==> src/rtl/uart_receiver_if.sv <==
// Bundle of serial-side inputs and word-side outputs of the UART receiver.
// The master side drives the line and the 16x baud tick; the slave side is the
// receiver, which returns the framed word and its status pulses.
interface uart_receiver_if #(
    parameter int DBIT = 8
);
    logic            rx;
    logic            s_tick;
    logic [DBIT-1:0] rx_dout;
    logic            rx_done_tick;
    logic            parity_err;
    logic            frame_err;

    modport master (
        output rx,
        output s_tick,
        input  rx_dout,
        input  rx_done_tick,
        input  parity_err,
        input  frame_err
    );

    modport slave (
        input  rx,
        input  s_tick,
        output rx_dout,
        output rx_done_tick,
        output parity_err,
        output frame_err
    );
endinterface

==> src/rtl/uart_receiver.sv <==
// Oversampling UART receiver: samples the start bit at its middle, then every
// data/parity/stop bit 16 ticks later, with optional parity and a break state
// so that a line held low reports only a single framing error.
module uart_receiver #(
    parameter int DBIT    = 8,
    parameter int SB_TICK = 16,
    parameter int PAR_EN  = 0,
    parameter int PAR_ODD = 0
) (
    input  logic           clk,
    input  logic           reset,
    uart_receiver_if.slave bus
);

    localparam int SW = (SB_TICK > 16) ? $clog2(SB_TICK) : 4;
    localparam int NW = (DBIT > 1) ? $clog2(DBIT) : 1;

    localparam logic [SW-1:0] S_MID     = SW'(7);
    localparam logic [SW-1:0] S_LAST    = SW'(15);
    localparam logic [SW-1:0] S_STOP    = SW'(SB_TICK - 1);
    localparam logic [NW-1:0] N_LAST    = NW'(DBIT - 1);
    localparam logic          PAR_EN_B  = (PAR_EN != 0);
    localparam logic          PAR_ODD_B = (PAR_ODD != 0);

    typedef enum logic [2:0] {
        IDLE   = 3'd0,
        START  = 3'd1,
        DATA   = 3'd2,
        PARITY = 3'd3,
        STOP   = 3'd4,
        BREAK  = 3'd5
    } state_t;

    logic            rx_meta_q;
    logic            rx_sync_q;

    state_t          state_q,  state_d;
    logic [SW-1:0]   s_q,      s_d;
    logic [NW-1:0]   n_q,      n_d;
    logic [DBIT-1:0] b_q,      b_d;
    logic            p_err_q,  p_err_d;
    logic [DBIT-1:0] dout_q,   dout_d;
    logic            done_q,   done_d;
    logic            perr_q,   perr_d;
    logic            ferr_q,   ferr_d;

    logic [DBIT:0]   shift_in;

    // Two-flop synchronizer; resets to the idle-high line level so no false start is seen.
    always_ff @(posedge clk or posedge reset) begin
        if (reset) begin
            rx_meta_q <= 1'b1;
            rx_sync_q <= 1'b1;
        end else begin
            rx_meta_q <= bus.rx;
            rx_sync_q <= rx_meta_q;
        end
    end

    // State, counters, shift register and registered output pulses.
    always_ff @(posedge clk or posedge reset) begin
        if (reset) begin
            state_q <= IDLE;
            s_q     <= '0;
            n_q     <= '0;
            b_q     <= '0;
            p_err_q <= 1'b0;
            dout_q  <= '0;
            done_q  <= 1'b0;
            perr_q  <= 1'b0;
            ferr_q  <= 1'b0;
        end else begin
            state_q <= state_d;
            s_q     <= s_d;
            n_q     <= n_d;
            b_q     <= b_d;
            p_err_q <= p_err_d;
            dout_q  <= dout_d;
            done_q  <= done_d;
            perr_q  <= perr_d;
            ferr_q  <= ferr_d;
        end
    end

    // New bit enters at the MSB so that after DBIT samples the LSB-first word is aligned.
    assign shift_in = {rx_sync_q, b_q};

    // Next-state and pulse decisions; pulses are computed here and appear one clk after the deciding tick.
    always_comb begin
        state_d = state_q;
        s_d     = s_q;
        n_d     = n_q;
        b_d     = b_q;
        p_err_d = p_err_q;
        dout_d  = dout_q;
        done_d  = 1'b0;
        perr_d  = 1'b0;
        ferr_d  = 1'b0;

        case (state_q)
            IDLE: begin
                if (!rx_sync_q) begin
                    state_d = START;
                    s_d     = '0;
                end
            end

            START: begin
                if (bus.s_tick) begin
                    if (s_q == S_MID) begin
                        if (!rx_sync_q) begin
                            state_d = DATA;
                            s_d     = '0;
                            n_d     = '0;
                        end else begin
                            state_d = IDLE;
                        end
                    end else begin
                        s_d = s_q + SW'(1);
                    end
                end
            end

            DATA: begin
                if (bus.s_tick) begin
                    if (s_q == S_LAST) begin
                        s_d = '0;
                        b_d = shift_in[DBIT:1];
                        if (n_q == N_LAST) begin
                            state_d = PAR_EN_B ? PARITY : STOP;
                        end else begin
                            n_d = n_q + NW'(1);
                        end
                    end else begin
                        s_d = s_q + SW'(1);
                    end
                end
            end

            PARITY: begin
                if (bus.s_tick) begin
                    if (s_q == S_LAST) begin
                        s_d     = '0;
                        p_err_d = rx_sync_q ^ (^b_q) ^ PAR_ODD_B;
                        state_d = STOP;
                    end else begin
                        s_d = s_q + SW'(1);
                    end
                end
            end

            STOP: begin
                if (bus.s_tick) begin
                    if (s_q == S_STOP) begin
                        s_d = '0;
                        if (rx_sync_q) begin
                            dout_d  = b_q;
                            done_d  = 1'b1;
                            perr_d  = p_err_q & PAR_EN_B;
                            state_d = IDLE;
                        end else begin
                            ferr_d  = 1'b1;
                            state_d = BREAK;
                        end
                    end else begin
                        s_d = s_q + SW'(1);
                    end
                end
            end

            BREAK: begin
                if (rx_sync_q) begin
                    state_d = IDLE;
                end
            end

            default: begin
                state_d = IDLE;
            end
        endcase
    end

    assign bus.rx_dout      = dout_q;
    assign bus.rx_done_tick = done_q;
    assign bus.parity_err   = perr_q;
    assign bus.frame_err    = ferr_q;

endmodule

==> src/flat_wrapper.sv <==
// flat-port wrapper written by rule: the top's interface ports become plain ports
module uart_receiver_flat 
#(
    parameter int DBIT    = 8,
    parameter int SB_TICK = 16,
    parameter int PAR_EN  = 0,
    parameter int PAR_ODD = 0
)
  (clk, reset, bus_rx, bus_s_tick, bus_rx_dout, bus_rx_done_tick, bus_parity_err, bus_frame_err);
  uart_receiver_if #(.DBIT(DBIT)) bus_i ();
  input  logic clk;
  input  logic reset;
  input wire logic [$bits(bus_i.rx)-1:0] bus_rx;
  input wire logic [$bits(bus_i.s_tick)-1:0] bus_s_tick;
  output wire logic [$bits(bus_i.rx_dout)-1:0] bus_rx_dout;
  output wire logic [$bits(bus_i.rx_done_tick)-1:0] bus_rx_done_tick;
  output wire logic [$bits(bus_i.parity_err)-1:0] bus_parity_err;
  output wire logic [$bits(bus_i.frame_err)-1:0] bus_frame_err;
  assign bus_i.rx = bus_rx;
  assign bus_i.s_tick = bus_s_tick;
  assign bus_rx_dout = bus_i.rx_dout;
  assign bus_rx_done_tick = bus_i.rx_done_tick;
  assign bus_parity_err = bus_i.parity_err;
  assign bus_frame_err = bus_i.frame_err;
  uart_receiver #(.DBIT(DBIT), .SB_TICK(SB_TICK), .PAR_EN(PAR_EN), .PAR_ODD(PAR_ODD)) u_core (.clk(clk), .reset(reset), .bus(bus_i));
endmodule
==> config.mk <==
export PLATFORM = sky130hd
export DESIGN_NAME = uart_receiver_flat
export DESIGN_NICKNAME = d
export VERILOG_FILES = /design/src/rtl/uart_receiver_if.sv /design/src/rtl/uart_receiver.sv /design/src/flat_wrapper.sv
export SDC_FILE = /design/constraint.sdc
export NUM_CORES = 1
export LEC_CHECK = 0
export CORE_MARGIN = 8
export CORE_UTILIZATION = 50
export CTS_BUF_LIST = sky130_fd_sc_hd__clkbuf_4 sky130_fd_sc_hd__clkbuf_8 sky130_fd_sc_hd__clkbuf_16
export DETAILED_ROUTE_END_ITERATION = 10
export PLACE_DENSITY = 0.74
export SYNTH_ARGS = -nofsm -noshare
export SYNTH_HDL_FRONTEND = slang
export SYNTH_SLANG_ARGS = --single-unit
==> constraint.sdc <==
create_clock -name clk -period 1.83 [get_ports clk]
set_input_delay 0.183 -clock clk [delete_from_list [all_inputs] [get_ports clk]]
set_output_delay 0.183 -clock clk [all_outputs]
set_load 0.05 [all_outputs]
# [Yosys cells after proc, flatten, opt, wreduce, memory -nomap -nowiden]
# Cells that the tools add are included.
[word_totals] out_inout_bits=11 reg_bits=30 elab_cells=77 inputBits=4
[op_classes] add_sub_neg=2 eq_ne=22 n_mux=35 n_reduce_logical=9
[ops] operator="3-bit 2-to-1 mux" count=18
[ops] operator="4-bit 2-to-1 mux" count=5
[ops] operator="3-bit one-hot mux with 6 select lines" count=1
[ops] operator="2-bit by 1-bit inequality test with 1-bit output, second input constant" count=7
[ops] operator="2-bit inequality test, second input constant" count=7
[ops] operator="4-bit one-hot mux with 3 select lines" count=1
[ops] operator="11-bit AND reduction" count=1
[ops] operator="3-bit equality test, second input constant" count=3
[ops] operator="1-bit 2-to-1 mux" count=8
[ops] operator="7-bit AND reduction" count=1
[ops] operator="3-bit by 2-bit equality test with 1-bit output, second input constant" count=2
[ops] operator="3-bit one-hot mux with 2 select lines" count=1
[ops] operator="3-bit AND reduction" count=2
[ops] operator="4-bit by 1-bit adder with 4-bit output, second input constant" count=1
[ops] operator="4-bit by 3-bit equality test with 1-bit output, second input constant" count=1
[ops] operator="4-bit equality test, second input constant" count=1
[ops] operator="4-bit AND reduction" count=1
[ops] operator="3-bit by 1-bit adder with 3-bit output, second input constant" count=1
[ops] operator="3-bit by 1-bit equality test with 1-bit output, second input constant" count=1
[ops] operator="3-bit logical NOT" count=1
[ops] operator="3-bit nonzero test" count=1
[ops] operator="3-bit OR reduction" count=1
[ops] operator="2-bit 2-to-1 mux" count=1
[ops] operator="2-bit nonzero test" count=1

# [Depth between registers and ports, before layout]
# Gate-level depths: netlist of the first run.
[logic_depth] word_depth=5 depth_mapped=6 mapped_depth_nobuf=6

# [Worst setup path before layout of the first run]
# No wires, ideal clock.
[synth_path] path_kind="register to register" startpoint="register u_core.s_q[0]" endpoint="register u_core.b_q[0]" t_arrival_ps=1563 required_time_ps=1705 path_stages_with_launch=7 path_slack_ps=143 n_path_buf=1 setup_ps=125 synth_period_minus_slack_ps=1687 path_cell_list="dfrtp_1 -> ha_1 -> buf_4 -> and2_1 -> nand3_1 -> nor3_4 -> mux2_2"
[synth_between] elab_chain_cells=2
[synth_rtl] item="start, declared" line_no="uart_receiver.sv:38" source="logic [SW-1:0] s_q, s_d;"
[synth_rtl] item="start signal, assigned" line_no="uart_receiver.sv:64" source="s_q <= '0;"
[synth_rtl] item="start signal, assigned" line_no="uart_receiver.sv:74" source="s_q <= s_d;"
[synth_rtl] item="4-bit equality test" line_no="uart_receiver.sv:126" source="if (s_q == S_LAST) begin"
[synth_rtl] item="3-bit AND reduction (no line)"
[synth_rtl] item="end signal, assigned" line_no="uart_receiver.sv:66" source="b_q <= '0;"
[synth_rtl] item="end signal, assigned" line_no="uart_receiver.sv:76" source="b_q <= b_d;"
[synth_rtl] item="end, declared" line_no="uart_receiver.sv:40" source="logic [DBIT-1:0] b_q, b_d;"
# No other way between the ends.
# A chain may end at the register's enable or synchronous reset.

# [Final worst setup path of the first run]
# Same ends and word-level chain as after synthesis.

==> results_dict.tcl, run 1 <==
set metrics [dict create \
    status "completed" \
    period_minus_slack_ns 1.73 \
    h-tree-depth 2 \
    grt_pass1_vias 1231 \
    synth_warnings 0 \
    slew_headroom_pct 66.3 \
    die_area_mm2 0.00524 \
    antenna_found_initial 0 \
    ctsHoldBuffers 0 \
    path_clk_slew_ns 0.09 \
    final_core_util_pct 64.8 \
    worst_setup_path_end_kind "flip-flop" \
    place_area_mm2 0.00181 \
    clk_latency_ns 0.32 \
    yosysTopAreaCell "dfrtp_1" \
    hold_viol 0 \
    worstMarginPinSlew_ns 0.503 \
    drt_iter0_markers 53 \
    wl_per_cell_um 15.9 \
    core.rowCount 20 \
    synth_compound_area_share_pct 15.0 \
    ys.flop_type "dfrtp_1" \
    portBuffers 13 \
    grt_pass1_wl_mm 5.71 \
    clockBufferDepth 2 \
    synth_fa_ha_area_share_pct 2.36 \
    cts_sinks 30 \
    place_inst 199 \
    fp.dieH_um 72.4 \
    grt_use_total_pct 13.7 \
    crit_fanout 8 \
    arrival_ns 1.94 \
    hp-class "in2async" \
    cts_tree "built" \
    routed_via_density 5.58 \
    async_reset_ff_share_pct 100 \
    totalWireLength_mm 3.33 \
    areaGrowthSynthToFinish_pct 23.5 \
    nNetsFinal 171 \
    synth_top_family_by_area "compound AO/OA/AOI/OAI gates" \
    synth_edf_count 0 \
    firstDrtPassIters 4 \
    start_kind "flip-flop" \
    drive_above_1_share_pct 31.5 \
    stdcell_count 209 \
    maxCapViolCount 0 \
    grt_max_degree 31 \
    synthMuxAreaShare_pct 14.2 \
    ys_seq_elements 30 \
    initial_core_util_pct 52.5 \
    netlist.area_leader.share_pct 44.1 \
    finalClockSkew_ns 0.00497 \
    path_buf_inv 1 \
    die_w_um 72.4 \
    gr-total-overflow 0 \
    antenna-diode-count 0 \
    max_freq_mhz 578 \
    required_ns 2.04 \
    synthTopCellsByArea "dfrtp_1 (44%), mux2_2 (11%), dfstp_2 (3.3%)" \
    drtAntennaViolNets 0 \
    numCtsBuffers 5 \
    worst_path_largest_cell_delay_ns 0.42 \
    synthCells 141 \
    powerDensity_mw_per_mm2 1090 \
    cp_top_family "simple AND/OR/NAND/NOR gates" \
    stdcell_area_mm2 0.00196 \
    core_mm2 0.00303 \
    worstSetupPathType "reg2reg" \
    ios 15 \
    vias 1167 \
    dpl.hpwl_mm 2.36 \
    avgSynthCellArea_um2 11.3 \
    synth-simple-area-share_pct 14.7 \
    setup_viol 0 \
    synth_cell_types 46 \
    drv_slew 0 \
    n_fill_cell 245 \
    rsz0062_at_grt "false" \
    period_share_pct 94.5 \
    cpMaxStageDelayCell "dfrtp_1" \
    cts_root_buffer "clkbuf_4" \
    ys_seq_area_share_pct 47.4 \
    p_leak_uw 0.000904 \
    gp_congestion 0.949 \
    synth_fp_nets 148 \
    vdd_drop_max_uv 636 \
    route.detailed.drc 0 \
    crit_chain "ha_4 > and2_4 > nand3_2 > nor3_4 > buf_12 > mux2_2" \
    synth_xor_area_share_pct 0.551 \
    netlist_area_mm2 0.00159 \
]
==> worst min-delay path: cells and delay by family <==
kind | cells | cell delay [ns]
buffers and inverters | 3 | 0.78
==> per-stage QoR <==
stage | setup TNS [ns] | power, uW | worst slack, ns | hold WS (ns)
after floorplan | 0 | 1260 | 0.143 | 0.187
after global placement | 0 | 1370 | 0.0309 | 0.346
after detailed placement | -0.319 | 1400 | -0.0409 | 0.347
after CTS | 0 | 2100 | 0.0356 | 0.236
after global routing | 0 | 2270 | 0.00406 | 0.247
final | 0 | 2140 | 0.0998 | 0.229
==> registers in the layout (all words and copies together), names as in the netlist, 3 cells and up <==
name and count:
u_core.s_q 4, u_core.b_q 8, u_core.bus.rx_dout 8, u_core.n_q 3
u_core.state_q 3
==> per-layer routing <==
layer  vias to the layer above  share of wire (%)  track usage, %
li1                        559                  -               -
met2                        14                 53            23.3
met5                         -                  0               0
met3                         4                2.2            3.31
met4                         0               0.93            5.78
met1                       590                 44            16.0
==> power by group <==
part	switching, uW	internal (uW)	total [uW]	leakage, uW
Sequential	111	727	838	0.000399
Combinational	311	302	613	0.000447
Clock	226	463	688	0.0000585
Total	647	1490	2140	0.000904
==> cell type report <==
class / instances / area (um^2) / area share, %
Multi-Input combinational cell: 94 / 772 / 39.3
Sequential cell: 30 / 753 / 38.4
Timing Repair Buffer: 27 / 248 / 12.6
Clock inverter: 2 / 60.1 / 3.06
Tap cell: 44 / 55.1 / 2.81
Clock buffer: 6 / 51.3 / 2.61
Inverter: 6 / 22.5 / 1.15
==> logic make-up (layout without fill, tap and decap cells) <==
group | Yosys count | count (layout)
flops | 30 | 30
fa+ha+maj | 3 | 3
compound gates | 35 | 35
xor+xnor | 1 | 1
buf+inv | 17 | 41
mux | 20 | 20
simple gates | 34 | 34
other cells | 1 | 1
==> synth_stat cells (2+ instances only) <==
cell	number
nand2_1	5
nor3_1	3
clkbuf_1	2
o21ai_0	9
dfrtp_1	28
buf_2	5
nor2b_1	4
a21oi_1	5
mux2i_1	3
dfstp_2	2
nand3_1	4
buf_4	3
mux2_2	16
o31a_1	2
nand3b_1	2
nor2_1	5
o22ai_1	2
a31oi_1	3
o22a_1	2
inv_1	6
a21boi_0	3
ha_1	3
==> placed cells by master (no fill, tap or decap), drive strengths merged, types with 2 or more instances in the layout <==
cell type | Yosys | final
a31oi | 3 | 3
a21boi | 3 | 3
or3 | 2 | 2
bufinv | 0 | 2
nor2 | 5 | 5
dfstp | 2 | 2
inv | 6 | 6
nand3b | 2 | 2
clkdlybuf4s50 | 0 | 13
dfrtp | 28 | 28
nor3 | 4 | 4
a21oi | 5 | 5
nand3 | 5 | 5
o21ai | 9 | 9
buf | 9 | 14
clkbuf | 2 | 6
mux2 | 17 | 17
nor2b | 4 | 4
o31a | 2 | 2
mux2i | 3 | 3
ha | 3 | 3
nand2 | 5 | 5
o22ai | 2 | 2
o22a | 2 | 2
==> worst paths after layout <==
check | start | endpoint | slack (ns) | cells past startpoint
min in group clk | bus_rx | u_core.rx_meta_q | 0.27 | 1
hold reg to reg | u_core.rx_meta_q | u_core.rx_sync_q | 0.36 | 0
setup / recovery | u_core.s_q[0] | u_core.b_q[0] | 0.1 | 6
hold / removal | reset | u_core.n_q[2] | 0.23 | 3
max in group asynchronous | reset | u_core.rx_sync_q | 1.29 | 3
setup reg to reg | u_core.s_q[0] | u_core.b_q[0] | 0.1 | 6
==> timing repair <==
item	in CTS	in global routing
setup endpoints to repair	0	16
resized for setup	0	6
buffers inserted	0	2
(Power assumes the default switching activity.)
==> run 2: changes to the inputs <==
--- a/config.mk
+++ b/config.mk
@@ -9,6 +9,7 @@
 export CORE_UTILIZATION = 50
 export CTS_BUF_LIST = sky130_fd_sc_hd__clkbuf_4 sky130_fd_sc_hd__clkbuf_8 sky130_fd_sc_hd__clkbuf_16
 export DETAILED_ROUTE_END_ITERATION = 10
+export GPL_TIMING_DRIVEN = 0
 export PLACE_DENSITY = 0.74
 export SYNTH_ARGS = -nofsm -noshare
 export SYNTH_HDL_FRONTEND = slang
==> constraint.sdc (replaced) <==
create_clock -name clk -period 1.85 [get_ports clk]
set_input_delay 0.185 -clock clk [delete_from_list [all_inputs] [get_ports clk]]
set_output_delay 0.185 -clock clk [all_outputs]
set_load 0.05 [all_outputs]
==> run 2 against run 1 <==
  * Worst hold slack hardly changed
  * Sequential cell count stayed put
  * First-iteration DRC count is 43% higher
  * Die area stayed put
  * Highest routed layer unchanged
  * Largest power group unchanged
  * Combinational power is 3.6% higher
  * Non-clock buffer count is 2 lower
  * Cell count is 0.96% lower
==> results_dict.tcl, run 2 (same netlist as run 1, synthesis figures left out) <==
set metrics [dict create \
    route.detailed.drc 0 \
    dpl.hpwl_mm 2.16 \
    path_common_cell "ha_1" \
    max_freq_mhz 566 \
    status "completed" \
    layout_commonest_cell "dfrtp_1" \
    cts_tree "built" \
    core_mm2 0.00303 \
    arrival_ns 2.00 \
    period_share_pct 95.5 \
    p_leak_uw 0.000867 \
    r2r_start "u_core.n_q[0]" \
    rrSetupSlack_ns 0.08 \
    tns_ns 0 \
    crit_cells 6 \
    core.rowCount 20 \
    layout_common_cells "dfrtp_1 (28), mux2_2 (16), clkdlybuf4s50_1 (12)" \
    hold_slack_ns 0.228 \
    h-tree-depth 2 \
    cp-endpoint "u_core.n_q[0]" \
    worstMarginPinSlew_ns 1.09 \
    crit_fanout 3 \
    firstDrtPassIters 4 \
    cp_top_family "simple AND/OR/NAND/NOR gates" \
    die_w_um 72.4 \
    met2_length_mm 1.60 \
    totalWireLength_mm 3.24 \
    stdcell_count 207 \
    die_area_mm2 0.00524 \
    grt_max_degree 31 \
    numCtsBuffers 5 \
    reg2reg_to "u_core.n_q[0]" \
    crit_chain "ha_1 > ha_1 > nor2_1 > a31oi_1 > or3_4 > mux2_4" \
    fp.dieH_um 72.4 \
    nNetsFinal 169 \
    vdd_drop_max_uv 552 \
    cts_root_buffer "clkbuf_4" \
    rsz0062_at_grt "false" \
    drv_slew 0 \
    routed_via_density 5.73 \
    place_inst 197 \
    areaGrowthSynthToFinish_pct 17.6 \
    cp-startpoint "u_core.n_q[0]" \
    cpMaxStageDelayCell "dfrtp_1" \
    required_ns 2.08 \
    grt_pass1_wl_mm 5.46 \
    gp_congestion 0.900 \
    wl_met3_um 250 \
    portBuffers 12 \
    maxCapViolCount 0 \
    path_buf_inv 0 \
    start_kind "flip-flop" \
    drt_iter0_markers 76 \
    clk_latency_ns 0.34 \
    ios 15 \
    rr_worst_depth 6 \
    grt_use_total_pct 13.3 \
    path_clk_slew_ns 0.10 \
    ctsHoldBuffers 0 \
    worstSetupPathType "reg2reg" \
    period_minus_slack_ns 1.77 \
    wl_met1_mm 1.32 \
    grt_pass1_vias 1176 \
    wl_per_cell_um 15.6 \
    worst_path_largest_cell_delay_ns 0.41 \
    n_fill_cell 253 \
    drtAntennaViolNets 0 \
    cts_sinks 30 \
    vias 1186 \
    initial_core_util_pct 52.5 \
    p_total_uw 1820 \
    drive_above_1_share_pct 28.8 \
    gr-total-overflow 0 \
    hp-class "in2reg" \
    worst_setup_path_end_kind "flip-flop" \
    antenna-diode-count 0 \
    top_layer_used "met4" \
    clockBufferDepth 2 \
    antenna_found_initial 0 \
    powerDensity_mw_per_mm2 974 \
    hold_viol 0 \
    setup_viol 0 \
    slew_headroom_pct 27.0 \
    finalClockSkew_ns 0.0121 \
]
==> run 2: worst min path at each step <==
stage                                 from  slack, ns                    to  cells past startpoint
after floorplan                     bus_rx       0.19      u_core.rx_meta_q                      0
after global placement    u_core.rx_meta_q       0.35      u_core.rx_sync_q                      0
after detailed placement  u_core.rx_meta_q       0.35      u_core.rx_sync_q                      0
after CTS                       bus_s_tick       0.20  u_core.bus.frame_err                      3
after global routing            bus_s_tick       0.21  u_core.bus.frame_err                      3
final                           bus_s_tick       0.23  u_core.bus.frame_err                      3
==> run 2: final cells by class <==
type / count / area [um^2] / area share, %
Timing Repair Buffer: 14 / 148 / 7.90
Tap cell: 44 / 55.1 / 2.95
Clock buffer: 6 / 51.3 / 2.74
Sequential cell: 30 / 753 / 40.3
Inverter: 6 / 22.5 / 1.20
Clock inverter: 2 / 12.5 / 0.669
Buffer: 11 / 66.3 / 3.55
Multi-Input combinational cell: 94 / 761 / 40.7
==> run 2: what timing repair did <==
action | in CTS | in global routing
gates cloned | 0 | 0
endpoints found under the setup margin | 8 | 9
setup buffers | 2 | 0
gates resized for setup | 1 | 2
pin swaps | 1 | 1
==> run 2: tightest hold or removal path, cell delays in order <==
cell     delay (ns)
buf_2          0.16
nand3_2        0.12
nor3_1         0.05
==> run 2: metal layers <==
metal | vias to the layer above | GRT usage, %
met3 | 7 | 6.06
met1 | 583 | 15.4
met4 | 0 | 4.67
met2 | 42 | 21.0
met5 | - | 0
li1 | 554 | -
==> run 2: stage by stage <==
step | utilization [%] | instance area (um^2) | worst slack, ns
6_report | 61.7 | 1870 | 0.0826
5_1_grt | 61.7 | 1870 | 0.0180
4_1_cts | 61.4 | 1860 | 0.00483
3_5_place_dp | 58.3 | 1760 | -0.0930
3_3_place_gp | 58.3 | 1760 | -0.0400
2_1_floorplan | - | 1590 | 0.163
==> run 2: report_power, final <==
group | total, uW | leakage, uW | switching [uW] | internal, uW
registers | 759 | 0.000399 | 39.5 | 719
clock network | 428 | 0.0000343 | 245 | 182
logic | 635 | 0.000435 | 363 | 271
total | 1820 | 0.000867 | 648 | 1170
